**config.mk**
```make
export PLATFORM = sky130hd
export DESIGN_NAME = dmem_sram_bridge
export DESIGN_NICKNAME = d
export VERILOG_FILES = /design/src/rtl/mips_bus_pkg.sv /design/src/rtl/strb_to_size.sv /design/src/rtl/dmem_sram_bridge.sv
export SDC_FILE = /design/constraint.sdc
export NUM_CORES = 1
export LEC_CHECK = 0
export ABC_AREA = 1
export BUFFER_PORTS_ARGS = -buffer_cell sky130_fd_sc_hd__buf_2
export CORE_ASPECT_RATIO = 0.8
export CORE_MARGIN = 2
export CORE_UTILIZATION = 46
export CTS_BUF_LIST = sky130_fd_sc_hd__clkbuf_8
export CTS_CLUSTER_SIZE = 20
export DETAILED_ROUTE_END_ITERATION = 10
export PLACE_DENSITY = 0.81
export SYNTH_ARGS = -nofsm -noshare
export SYNTH_HDL_FRONTEND = slang
export SYNTH_SLANG_ARGS = --single-unit
```
**constraint.sdc**
```tcl
create_clock -name clk -period 1.82 [get_ports clk]
set_clock_uncertainty 0.2 [all_clocks]
set_input_delay 0.182 -clock clk [delete_from_list [all_inputs] [get_ports clk]]
set_output_delay 0.182 -clock clk [all_outputs]
set_load 0.01 [all_outputs]
```
**src/rtl/mips_bus_pkg.sv**
```systemverilog
// Shared definitions for the core-to-SRAM-bus bridges (data side now, instruction side later).
// Holds the bridge FSM encoding and the bus transfer-size codes.
package mips_bus_pkg;

  typedef enum logic [1:0] {
    IDLE = 2'd0,
    REQ  = 2'd1,
    WAIT = 2'd2,
    DONE = 2'd3
  } bus_state_t;

  localparam logic [1:0] SZ_BYTE = 2'd0;
  localparam logic [1:0] SZ_HALF = 2'd1;
  localparam logic [1:0] SZ_WORD = 2'd2;

endpackage

```
**src/rtl/strb_to_size.sv**
```systemverilog
// Maps a 4-bit byte-strobe pattern to the bus transfer size code.
// Loads (no strobes) and irregular patterns fall back to a full word.
module strb_to_size
  import mips_bus_pkg::*;
(
  input  logic [3:0] strb,
  output logic [1:0] size
);

  always_comb begin
    size = SZ_WORD;
    case (strb)
      4'b1111:                            size = SZ_WORD;
      4'b0011, 4'b1100:                   size = SZ_HALF;
      4'b0001, 4'b0010, 4'b0100, 4'b1000: size = SZ_BYTE;
      default:                            size = SZ_WORD;
    endcase
  end

endmodule

```
**src/rtl/dmem_sram_bridge.sv**
```systemverilog
// Turns each memory-stage data access into one SRAM-like bus transaction
// (request, address accept, data return), stalling the core while it is outstanding.
module dmem_sram_bridge
  import mips_bus_pkg::*;
(
  input  logic        clk,
  input  logic        rst,
  input  logic        memen,
  input  logic [3:0]  memwrite,
  input  logic [31:0] addr,
  input  logic [31:0] wdata,
  input  logic        flush,
  output logic [31:0] rdata,
  output logic        stall,
  output logic        req,
  output logic        wr,
  output logic [1:0]  size,
  output logic [31:0] baddr,
  output logic [31:0] bwdata,
  output logic [3:0]  bstrb,
  input  logic        addr_ok,
  input  logic        data_ok,
  input  logic [31:0] brdata
);

  bus_state_t state, state_next;
  logic       cancel;
  logic       issue;
  logic       complete;
  logic       cancel_now;
  logic [1:0] size_issue;

  strb_to_size u_strb_to_size (
    .strb (memwrite),
    .size (size_issue)
  );

  assign issue      = (state == IDLE) && memen && !flush;
  assign complete   = ((state == REQ) && addr_ok && data_ok) || ((state == WAIT) && data_ok);
  // A flush arriving in the very cycle the bus finishes still cancels the result.
  assign cancel_now = cancel || flush;
  assign stall      = issue || (state == REQ) || (state == WAIT);

  always_comb begin
    state_next = state;
    case (state)
      IDLE: if (issue) state_next = REQ;
      REQ: begin
        if (addr_ok) begin
          if (data_ok) state_next = cancel_now ? IDLE : DONE;
          else         state_next = WAIT;
        end
      end
      WAIT: if (data_ok) state_next = cancel_now ? IDLE : DONE;
      DONE: state_next = IDLE;
      default: state_next = IDLE;
    endcase
  end

  always_ff @(posedge clk or negedge rst) begin
    if (!rst) begin
      state <= IDLE;
      req   <= 1'b0;
    end else begin
      state <= state_next;
      req   <= (state_next == REQ);
    end
  end

  // Cancel survives until the handshake finishes; the bus transaction itself is never dropped.
  always_ff @(posedge clk or negedge rst) begin
    if (!rst) begin
      cancel <= 1'b0;
    end else if (complete || (state == IDLE) || (state == DONE)) begin
      cancel <= 1'b0;
    end else if (flush) begin
      cancel <= 1'b1;
    end
  end

  always_ff @(posedge clk or negedge rst) begin
    if (!rst) begin
      baddr  <= 32'd0;
      bwdata <= 32'd0;
      bstrb  <= 4'd0;
      wr     <= 1'b0;
      size   <= SZ_BYTE;
    end else if (issue) begin
      baddr  <= addr;
      bwdata <= wdata;
      bstrb  <= memwrite;
      wr     <= |memwrite;
      size   <= size_issue;
    end
  end

  always_ff @(posedge clk or negedge rst) begin
    if (!rst) begin
      rdata <= 32'd0;
    end else if (complete && !wr && !cancel_now) begin
      rdata <= brdata;
    end
  end

endmodule

```
; ---- Word-level counts from Yosys, hierarchy flattened
; Index checks and enable logic that the tools add are counted.
[totals]
output_inout_bits = 105
word_cells = 49
reg_bits = 107
input_bits = 106
[classes]
n_reduce_logical = 21
muxes = 9
eq_ne = 10
[ops]
columns = op, count
row1 = 2-bit 2-to-1 mux, 5
row2 = 4-bit by 2-bit == test with 1-bit output (second input constant), 2
row3 = 4-bit == test (second input constant), 2
row4 = 2-bit case mux with 4 select lines, 1
row5 = 4-bit OR reduction, 2
row6 = 1-bit logical AND, 7
row7 = 1-bit logical OR, 6
row8 = 2-bit by 1-bit == test with 1-bit output (second input constant), 2
row9 = 2-bit == test (second input constant), 2
row10 = 4-bit by 1-bit == test with 1-bit output (second input constant), 1
row11 = 4-bit by 3-bit == test with 1-bit output (second input constant), 1
row12 = 2-bit case mux with 2 select lines, 1
row13 = 1-bit logical NOT, 3
row14 = 2-bit logical NOT, 1
row15 = 1-bit 2-to-1 mux, 2
row16 = 2-bit nonzero test, 1
row17 = 2-bit OR reduction, 1

; ---- Depth between registers and ports, before layout
; Gate-level depths: netlist of run 1.
[logic_depth]
depth_word = 7
mapped_depth = 8
depth_no_buf = 7

; ---- By module
; From an unflattened synthesis of run 1, not the netlist that was laid out.
[hier_totals]
hier_cells = 487
area_unflattened_um2 = 4267.8
[by_module_without_submodules]
columns = module, seq_area_each_um2, cells_per_inst, area_per_inst_um2, n_inst
row1 = dmem_sram_bridge, 2677.6, 469, 4200.3, 1
row2 = strb_to_size, 0.0, 18, 67.6, 1

; ---- Worst setup path before layout of run 1
; OpenSTA, ideal clock, no wires.
[synth_timing]
path_kind = register -> register
startpoint = register state[1]
endpoint = register rdata[10]
stages_incl_launch_ff = 8
setup_ns = 0.117
path_slack_ns = 0.442
arrival_ns = 1.062
synth_period_minus_slack_ns = 1.378
t_required_ns = 1.503
path_buffers = 1
path_cell_list = dfrtp_1 > inv_2 > nand2_1 > o21ai_2 > nand2_2 > buf_6 > nand2_1 > nand2_1
[synth_via]
elab_chain_cells = 6
word_cells_on_any_way = 8
[synth_rtl]
columns = element, line_no
row1 = start: declaration, dmem_sram_bridge.sv:26  ; bus_state_t state, state_next;
row2 = start signal: assignment, dmem_sram_bridge.sv:65  ; state <= state_next;
row3 = 2-bit by 1-bit == test with 1-bit output, dmem_sram_bridge.sv:39  ; assign complete = ((state == REQ) && addr_ok && data_ok) || ((state == WAIT) && data_ok);
row4 = 1-bit logical AND (2 in a row), dmem_sram_bridge.sv:39
row5 = 1-bit logical OR (*), dmem_sram_bridge.sv:39
row6 = 1-bit logical AND (*) (2 in a row), dmem_sram_bridge.sv:100  ; end else if (complete && !wr && !cancel_now) begin
row7 = end signal: assignment, dmem_sram_bridge.sv:101  ; rdata <= brdata;
row8 = end: declaration, dmem_sram_bridge.sv:13  ; output logic [31:0] rdata,
; Mark *: on every way between the ends. The rest lies on a longest branch, timed or not.
; A chain may end at the register's enable or synchronous reset.

; ---- Final worst setup path of run 1
[layout_timing]
startpoint = input port flush
endpoint = output port stall
[layout_via]
elab_chain_cells = 4
[layout_rtl]
columns = element, line_no
row1 = start: declaration, dmem_sram_bridge.sv:12  ; input logic flush,
row2 = 1-bit logical NOT, dmem_sram_bridge.sv:38  ; assign issue = (state == IDLE) && memen && !flush;
row3 = 1-bit logical AND, dmem_sram_bridge.sv:38
row4 = 1-bit logical OR (2 in a row), dmem_sram_bridge.sv:42  ; assign stall = issue || (state == REQ) || (state == WAIT);
row5 = end: declaration, dmem_sram_bridge.sv:14  ; output logic stall,
; No other way between the ends.

==> impl_metrics.tcl, run 1 <==
set metrics [dict create \
    synthTopCellsByArea "dfrtp_1 64%, nand2_1 25%, nand3_1 4.4%" \
    yosysSeqAreaShare_pct 63.8 \
    die_h_um 89.5 \
    grt_antenna_before_repair 0 \
    max_slew_margin_pct 77.1 \
    fin_crit_sh_pct 95.9 \
    yosysTopAreaCellShare_pct 63.8 \
    clock-sinks 107 \
    nNetsFinal 896 \
    critPathRequiredTime_ns 1.44 \
    fp.coreArea_um2 8960 \
    worst_pin_slew_ns 0.344 \
    routedWlPerCell_um 14.8 \
    wirelength_um 13500 \
    cp-start-kind "primary input" \
    path_clk_slew_ns 0.09 \
    grt_pass1_vias 4350 \
    p_leak_nw 3.84 \
    numPortBuffers 210 \
    syn-instance-count 477 \
    final_max_slew_viol_count 0 \
    max-vdd-ir-drop_mv 0.828 \
    seqCellArea_um2 2680 \
    grt-ovfl-total 0 \
    final_antenna_net_count 0 \
    vias 4446 \
    root_buffer "clkbuf_8" \
    netlist_area_um2 4200 \
    power.density_nw_per_um2 1450 \
    ys_warn_count 0 \
    drc_errors 0 \
    crit_path_end_kind "output port" \
    fin_tns_setup_ns 0 \
    crit_type "primary input to output port" \
    outcome "complete, no violations" \
    synth-seq-cells 107 \
    power_mw 9.65 \
    ioPinCount 211 \
    ys_types 16 \
    avgSynthCellArea_um2 8.80 \
    numCtsBuffers 9 \
    hold_viol_final 0 \
    fmax_ghz 0.573 \
    synth_area_leader_cell "dfrtp_1" \
    hold_path_class "primary input to flip-flop" \
    placed_area_um2 5370 \
    rrSetupSlack_ns 0.11 \
    diodes 0 \
    h-tree-depth 3 \
    fp.dieW_um 111 \
    drtIter0Drc 354 \
    die_area_um2 9910 \
    synth_nets 583 \
    grt_util_all_layers_pct 27.7 \
    crit_arrival_ns 1.36 \
    dp_hpwl_um 7870 \
    finalInstanceArea_um2 6660 \
    initial_core_util_pct 46.9 \
    hold-worst-slack_ns 0.0585 \
    syn_to_final_growth_pct 58.6 \
    dr.pass1.iters 5 \
    n_fill_cell 549 \
    grt_max_degree 44 \
    drive_above_1_share_pct 30.9 \
    gp_congestion 0.850 \
    row_count 31 \
    cap_violations 0 \
    viasPerCell 4.89 \
    tritoncts "done" \
    clk_latency_ns 0.35 \
    layout_min_cycle_time_ns 1.75 \
    grt_pass1_wl_um 21700 \
    finalSetupViolCount 0 \
    multi_input_comb_area_um2 1340 \
    clk_path_buf_depth 2 \
    crit_path_max_fanout 6 \
]
[power breakdown]
part	internal, mW	switching (mW)	total (mW)
combinational	1.59	2.25	3.84
clock	0.802	0.834	1.64
sequential	3.50	0.668	4.17
[registers in the layout (all words and copies together) (netlist names)]
| name | count |
|---|---|
| baddr | 32 |
| bstrb | 4 |
| bwdata | 32 |
| cancel | 1 |
| rdata | 32 |
| req | 1 |
| size | 2 |
| state | 2 |
| wr | 1 |
[cell families after synthesis]
family	after synthesis	synth area share [%]
simple gates	324	30.4
flops	107	63.8
buf+inv	37	4.65
compound gates	9	1.16
[final cells by class]
cell class	instances	share of cell area, %
Clock buffer	9	1.86
Clock inverter	7	1.58
Inverter	13	0.733
Multi-Input combinational cell	333	20.1
Sequential cell	107	40.2
Tap cell	115	2.16
Timing Repair Buffer	326	33.4
[critical path, stage by stage]
cell and delay (ns):
dlygate4sd3_1 0.54, buf_2 0.14, nor2_1 0.13, nand2_2 0.13, nand3_2 0.10, buf_2 0.14
[synth_stat cells (all sizes together)]
library cell	number
buf	20
o21ai	8
nand3	37
clkbuf	4
nand2	279
a21oi	1
nor2	8
dfrtp	107
inv	13
[metrics by stage]
stage               utilization [%]  std cells  worst slack [ns]
floorplan                         -        477             0.442
global placement               59.9        789             0.277
detailed placement             59.9        789             0.161
finish                         74.3        910            0.0738
CTS                            74.1        909            0.0275
global route                   74.3        910          -0.00576
[routing by layer]
metal / vias up / global-route usage [%] / wire length, µm
li1: 2082 / - / -
met5: - / 0 / 0
met4: 0 / 8.64 / 263
met3: 24 / 8.14 / 1180
met2: 235 / 48.3 / 6860
met1: 2105 / 34.2 / 5200
[worst paths after layout]
| path | cells after the start | endpoint | from |
|---|---|---|---|
| max in group asynchronous | 3 | baddr[31] | rst |
| hold reg to reg | 2 | rdata[14] | rdata[14] |
| hold / removal | 6 | req | addr_ok |
| setup reg to reg | 6 | cancel | state[0] |
| min in group asynchronous | 2 | bwdata[23] | rst |
| setup / recovery | 6 | stall | flush |
[placed cells by master, fill, tap and decap left out, types with 3 or more instances in the layout]
cell type,count
nand2_1,277
o21ai_0,7
buf_4,10
dfrtp_1,107
buf_2,209
buf_12,3
nand3_1,36
clkbuf_8,9
nor2_1,6
inv_1,11
dlygate4sd3_1,104
[repair_timing]
item | CTS | global route
endpoints found under the hold margin | 211 | 0
hold buffers | 104 | 0
endpoints found under the setup margin | 0 | 33
resized for setup | 0 | 2
setup buffers | 0 | 1
Note: power is estimated with default switching activity, not from simulation.
==> inputs of run 2 (changes only) <==
--- a/config.mk
+++ b/config.mk
@@ -9,11 +9,11 @@
 export BUFFER_PORTS_ARGS = -buffer_cell sky130_fd_sc_hd__buf_2
 export CORE_ASPECT_RATIO = 0.8
 export CORE_MARGIN = 2
-export CORE_UTILIZATION = 46
+export CORE_UTILIZATION = 45
 export CTS_BUF_LIST = sky130_fd_sc_hd__clkbuf_8
 export CTS_CLUSTER_SIZE = 20
 export DETAILED_ROUTE_END_ITERATION = 10
-export PLACE_DENSITY = 0.81
+export PLACE_DENSITY = 0.79
 export SYNTH_ARGS = -nofsm -noshare
 export SYNTH_HDL_FRONTEND = slang
 export SYNTH_SLANG_ARGS = --single-unit
==> impl_metrics.tcl, run 2 (synthesis results as in run 1) <==
set metrics [dict create \
    outcome "complete, no violations" \
    gp_congestion 0.856 \
    fin_tns_setup_ns 0 \
    fp.coreArea_um2 9080 \
    final_util_pct 73.3 \
    layout_min_cycle_time_ns 1.72 \
    diodes 0 \
    fin_crit_sh_pct 94.4 \
    drive_above_1_share_pct 30.8 \
    hold_path_class "primary input to asynchronous set/reset pin" \
    finalSetupViolCount 0 \
    ioPinCount 211 \
    clk_latency_ns 0.36 \
    dp_hpwl_um 7940 \
    wirelength_um 13900 \
    path_clk_slew_ns 0.09 \
    grt_max_degree 55 \
    worst_pin_slew_ns 0.376 \
    power.density_nw_per_um2 1450 \
    hold_viol_final 0 \
    critPathRequiredTime_ns 1.92 \
    crit_type "flip-flop to flip-flop" \
    grt_util_all_layers_pct 28.2 \
    tritoncts "done" \
    syn_to_final_growth_pct 58.4 \
    clock-sinks 107 \
    root_buffer "clkbuf_8" \
    h-tree-depth 3 \
    nNetsFinal 898 \
    power_mw 9.62 \
    top_regs "baddr (32), bwdata (32), rdata (32)" \
    mostFrequentLayoutCells "277 x nand2_1, 208 x buf_2, 107 x dfrtp_1" \
    rsz0062_at_grt "no" \
    crit_path_end_kind "flip-flop" \
    crit_path_max_fanout 32 \
    final_common_cell "nand2_1" \
    cp-start-kind "flip-flop" \
    die_h_um 90.4 \
    drtIter0Drc 384 \
    final_antenna_net_count 0 \
    grt_antenna_before_repair 0 \
    drc_errors 0 \
    row_count 31 \
    grt-ovfl-total 0 \
    grt_pass1_vias 4675 \
    seqCellArea_um2 2680 \
    final_max_slew_viol_count 0 \
    initial_core_util_pct 46.3 \
    rrSetupSlack_ns 0.10 \
    multi_input_comb_area_um2 1340 \
    grt_pass1_wl_um 22800 \
    dr.pass1.iters 5 \
    hold-worst-slack_ns 0.0712 \
    n_fill_cell 621 \
    fp.dieW_um 112 \
    p_leak_nw 3.84 \
    max_slew_margin_pct 74.9 \
    numCtsBuffers 9 \
    cap_violations 0 \
    clk_path_buf_depth 2 \
    routedWlPerCell_um 15.3 \
    fmax_ghz 0.582 \
    vias 4501 \
    die_area_um2 10100 \
    viasPerCell 4.95 \
    max-vdd-ir-drop_mv 0.756 \
    numPortBuffers 210 \
    crit_arrival_ns 1.82 \
]
[run 2: cell count changes in the layout (fill, tap and decap cells not counted), sizes merged]
cell	delta
buf	+2
inv	-2
[run 2: layer usage]
metal	vias to the layer above	part of all wire, %	GRT usage [%]
met5	-	0	0
met4	0	2.6	10.8
met3	34	8.4	7.79
met2	235	52	49.6
met1	2152	37	32.9
li1	2080	-	-
[run 2: critical path: stages (launching register included)]
cell     delay (ns)
dfrtp_1        0.40
buf_4          0.14
inv_2          0.05
nand2_1        0.10
o21ai_2        0.22
buf_6          0.28
nand3_1        0.15
nand2_1        0.12
[run 2: path summary, 6_finish.rpt]
kind | startpoint | end | depth (start not counted)
max reg2reg | state[1] | rdata[2] | 7
max | state[1] | rdata[2] | 7
min reg2reg | rdata[12] | rdata[12] | 2
max in group asynchronous | rst | rdata[11] | 3
min | rst | bwdata[21] | 2
min in group clk | flush | bwdata[17] | 6
[run 2: cell type report]
cell class                      count  share of cell area, %
Sequential cell                   107                   40.2
Timing Repair Buffer              328                   33.8
Multi-Input combinational cell    333                   20.1
Tap cell                          115                   2.16
Clock buffer                        9                   1.86
Clock inverter                      5                   1.09
Inverter                           13                  0.733
[run 2: per-stage QoR]
stage               instance area [µm²]  cells  setup WS [ns]
finish                             6650    910          0.102
global route                       6650    910        0.00175
CTS                                6630    910         0.0202
detailed placement                 5370    789          0.161
global placement                   5370    789          0.273
floorplan                          4200    477          0.442
[run 2: what timing repair did]
action / 4_1_cts / 5_1_grt
buffers inserted: 3 / 0
endpoints found under the hold margin: 211 / 0
gates resized for setup: 0 / 5
hold buffers: 104 / 0
setup endpoints to repair: 1 / 33
pin swaps: 1 / 0
[run 2: power breakdown]
group	internal [mW]	total, mW	switching (mW)	leakage (nW)
clock network	0.750	1.52	0.766	0.108
registers	3.51	4.18	0.674	1.34
logic	1.63	3.92	2.29	2.40
==> inputs of run 3 (changes only) <==
--- a/config.mk
+++ b/config.mk
@@ -5,7 +5,6 @@
 export SDC_FILE = /design/constraint.sdc
 export NUM_CORES = 1
 export LEC_CHECK = 0
-export ABC_AREA = 1
 export BUFFER_PORTS_ARGS = -buffer_cell sky130_fd_sc_hd__buf_2
 export CORE_ASPECT_RATIO = 0.8
 export CORE_MARGIN = 2
@@ -13,7 +12,7 @@
 export CTS_BUF_LIST = sky130_fd_sc_hd__clkbuf_8
 export CTS_CLUSTER_SIZE = 20
 export DETAILED_ROUTE_END_ITERATION = 10
-export PLACE_DENSITY = 0.79
+export PLACE_DENSITY = 0.8
 export SYNTH_ARGS = -nofsm -noshare
 export SYNTH_HDL_FRONTEND = slang
 export SYNTH_SLANG_ARGS = --single-unit
==> impl_metrics.tcl, run 3 <==
set metrics [dict create \
    synth-seq-cells 107 \
    hold_viol_final 0 \
    dr_wl_met2_um 6440 \
    clock-sinks 107 \
    grt_pass1_vias 3702 \
    n_fill_cell 521 \
    layout.cells.non_filler 708 \
    synth_nets 355 \
    cap_violations 0 \
    yosysSeqAreaShare_pct 65.6 \
    synth-edff-count 0 \
    multi_input_comb_area_um2 1450 \
    fp.dieW_um 110 \
    row_count 31 \
    violations "negative setup slack" \
    wl_met3_um 884 \
    final_util_pct 77.3 \
    hold_path_class "primary input to flip-flop" \
    ys_types 21 \
    fmax_ghz 0.499 \
    pre_cts_ws_ns -0.110 \
    h-tree-depth 3 \
    crit_type "flip-flop to flip-flop" \
    whs_endpoint "state[1]" \
    r2r-start "state[1]" \
    cp-start-kind "flip-flop" \
    numCtsBuffers 9 \
    max_slew_margin_pct 61.8 \
    crit_path_max_fanout 5 \
    dr.pass1.iters 4 \
    hold_depth 4 \
    min-delay-start "flush" \
    root_buffer "clkbuf_8" \
    gp_congestion 0.752 \
    drive_above_1_share_pct 59.5 \
    final_common_cell "buf_2" \
    synth_area_leader_cell "dfrtp_1" \
    final_max_slew_viol_count 0 \
    route.top_layer_used "met4" \
    synth.most_common_cell "dfrtp_1" \
    diodes 0 \
    grt-ovfl-total 0 \
    p_leak_nw 3.40 \
    fp.coreArea_um2 8920 \
    timing.rr.end "rdata[0]" \
    nNetsFinal 694 \
    grt_pass1_wl_um 19200 \
    avgSynthCellArea_um2 16.4 \
    vias 3469 \
    drc_errors 0 \
    synthTopCellsByArea "dfrtp_1 66%, mux2_2 25%, mux2_1 2.5%" \
    mostFrequentLayoutCells "209 x buf_2, 107 x dfrtp_1, 104 x dlygate4sd3_1" \
    path_clk_slew_ns 0.10 \
    fin_crit_sh_pct 110 \
    initial_core_util_pct 45.8 \
    ys.flop_type "dfrtp_1" \
    final_antenna_net_count 0 \
    wl_met1_um 4880 \
    tritoncts "done" \
    synth-async-reset-ratio_pct 100 \
    grt_max_degree 108 \
    viasPerCell 4.90 \
    finalSetupViolCount 101 \
    wirelength_um 12500 \
    crit_arrival_ns 2.06 \
    netlist_area_um2 4080 \
    numPortBuffers 210 \
    die_area_um2 9860 \
    syn_to_final_growth_pct 68.8 \
    routedWlPerCell_um 17.6 \
    outcome "complete, but fails checks" \
    grt_antenna_before_repair 0 \
    ff2ff_path_depth 6 \
    clk_path_buf_depth 2 \
    rsz0062_at_grt "yes" \
    worst_slack_ns -0.184 \
    synth_common_cells "107 x dfrtp_1, 91 x mux2_2, 9 x mux2_1, 8 x buf_2" \
    yosysTopAreaCellShare_pct 65.6 \
    placed_area_um2 5360 \
    critPathRequiredTime_ns 1.88 \
    die_h_um 89.2 \
    dp_hpwl_um 6900 \
    finalInstanceArea_um2 6890 \
    seqCellArea_um2 2680 \
    rrSetupSlack_ns -0.18 \
    clk_latency_ns 0.36 \
    top_regs "baddr (32), bwdata (32), rdata (32)" \
    worst_pin_slew_ns 0.573 \
    ys_warn_count 0 \
    max-vdd-ir-drop_mv 0.921 \
    post-place-cells 577 \
    syn-instance-count 249 \
    power.density_nw_per_um2 1420 \
    crit_path_end_kind "flip-flop" \
    grt_util_all_layers_pct 25.2 \
    layout_min_cycle_time_ns 2.00 \
    ioPinCount 211 \
    drtIter0Drc 127 \
]
==> run 3: cell types whose count changed after synthesis, sizes merged, moves of 4 or more <==
cell,previous run,this run
buf,20,11
nand3,37,0
nand2,279,0
inv,13,2
mux2,0,100
o21ai,8,2
clkbuf,4,0
a21oi,1,6
==> run 3: critical path, stage by stage, from the launching register on <==
cell       delay, ns
dfrtp_1         0.40
buf_4           0.14
nand3b_1        0.22
a211oi_4        0.30
buf_6           0.18
clkbuf_16       0.15
mux2_4          0.30
==> run 3: how the worst max path moves through the flow <==
stage / start / endpoint / slack (ns) / cells after the start
floorplan: cancel / rdata[2] / -0.06 / 4
global placement: cancel / rdata[3] / -0.06 / 4
detailed placement: state[1] / baddr[5] / -0.11 / 4
CTS: state[1] / stall / -0.19 / 6
global route: state[0] / stall / -0.25 / 5
finish: state[1] / rdata[0] / -0.18 / 6
==> run 3: kinds of logic (layout without fill, tap and decap cells) <==
group | Yosys count | count (layout) | synth area share (%)
AOI/OAI and AO/OA | 13 | 13 | 2.24
buffers and inverters | 13 | 357 | 1.99
DFF | 107 | 107 | 65.6
muxes | 100 | 100 | 27.6
and+or+nand+nor | 16 | 16 | 2.60
==> run 3: area by class of cell <==
type                    count  share of cell area, %
well taps                 115                   2.09
multi-input cells         129                   21.1
repair buffers            339                   35.3
clock buffers              11                   2.20
inverters                   2                  0.109
clock inverters             5                  0.417
flip-flops and latches    107                   38.8
==> run 3: what timing repair did <==
action / 4_1_cts / 5_1_grt
resized for setup: 42 / 2
buffers inserted: 8 / 0
pin swaps: 2 / 0
endpoints found under the hold margin: 214 / 0
hold buffers: 104 / 0
gates cloned: 2 / 3
endpoints found under the setup margin: 101 / 101
==> run 3: metrics by stage <==
| stage | power, mW | hold slack (ns) | setup TNS, ns |
|---|---|---|---|
| finish | 9.81 | 0.0404 | -9.07 |
| global route | 10.4 | 0.0190 | -15.26 |
| CTS | 9.70 | 0.00500 | -8.08 |
| detailed placement | 7.83 | 0.0940 | -6.88 |
| global placement | 7.64 | 0.0892 | -3.17 |
| floorplan | 6.06 | -0.314 | -1.58 |
==> run 3: metal layers <==
layer | track usage (%) | vias to the layer above
li1 | - | 1567
met1 | 29.3 | 1723
met2 | 45.2 | 156
met3 | 8.27 | 23
met4 | 8.75 | 0
met5 | 0 | -
==> run 3: where the power goes <==
group	internal [mW]	total (mW)	leakage, nW	switching (mW)
logic	2.38	4.27	2.01	1.89
registers	3.54	4.21	1.30	0.668
clock network	0.564	1.34	0.0925	0.773
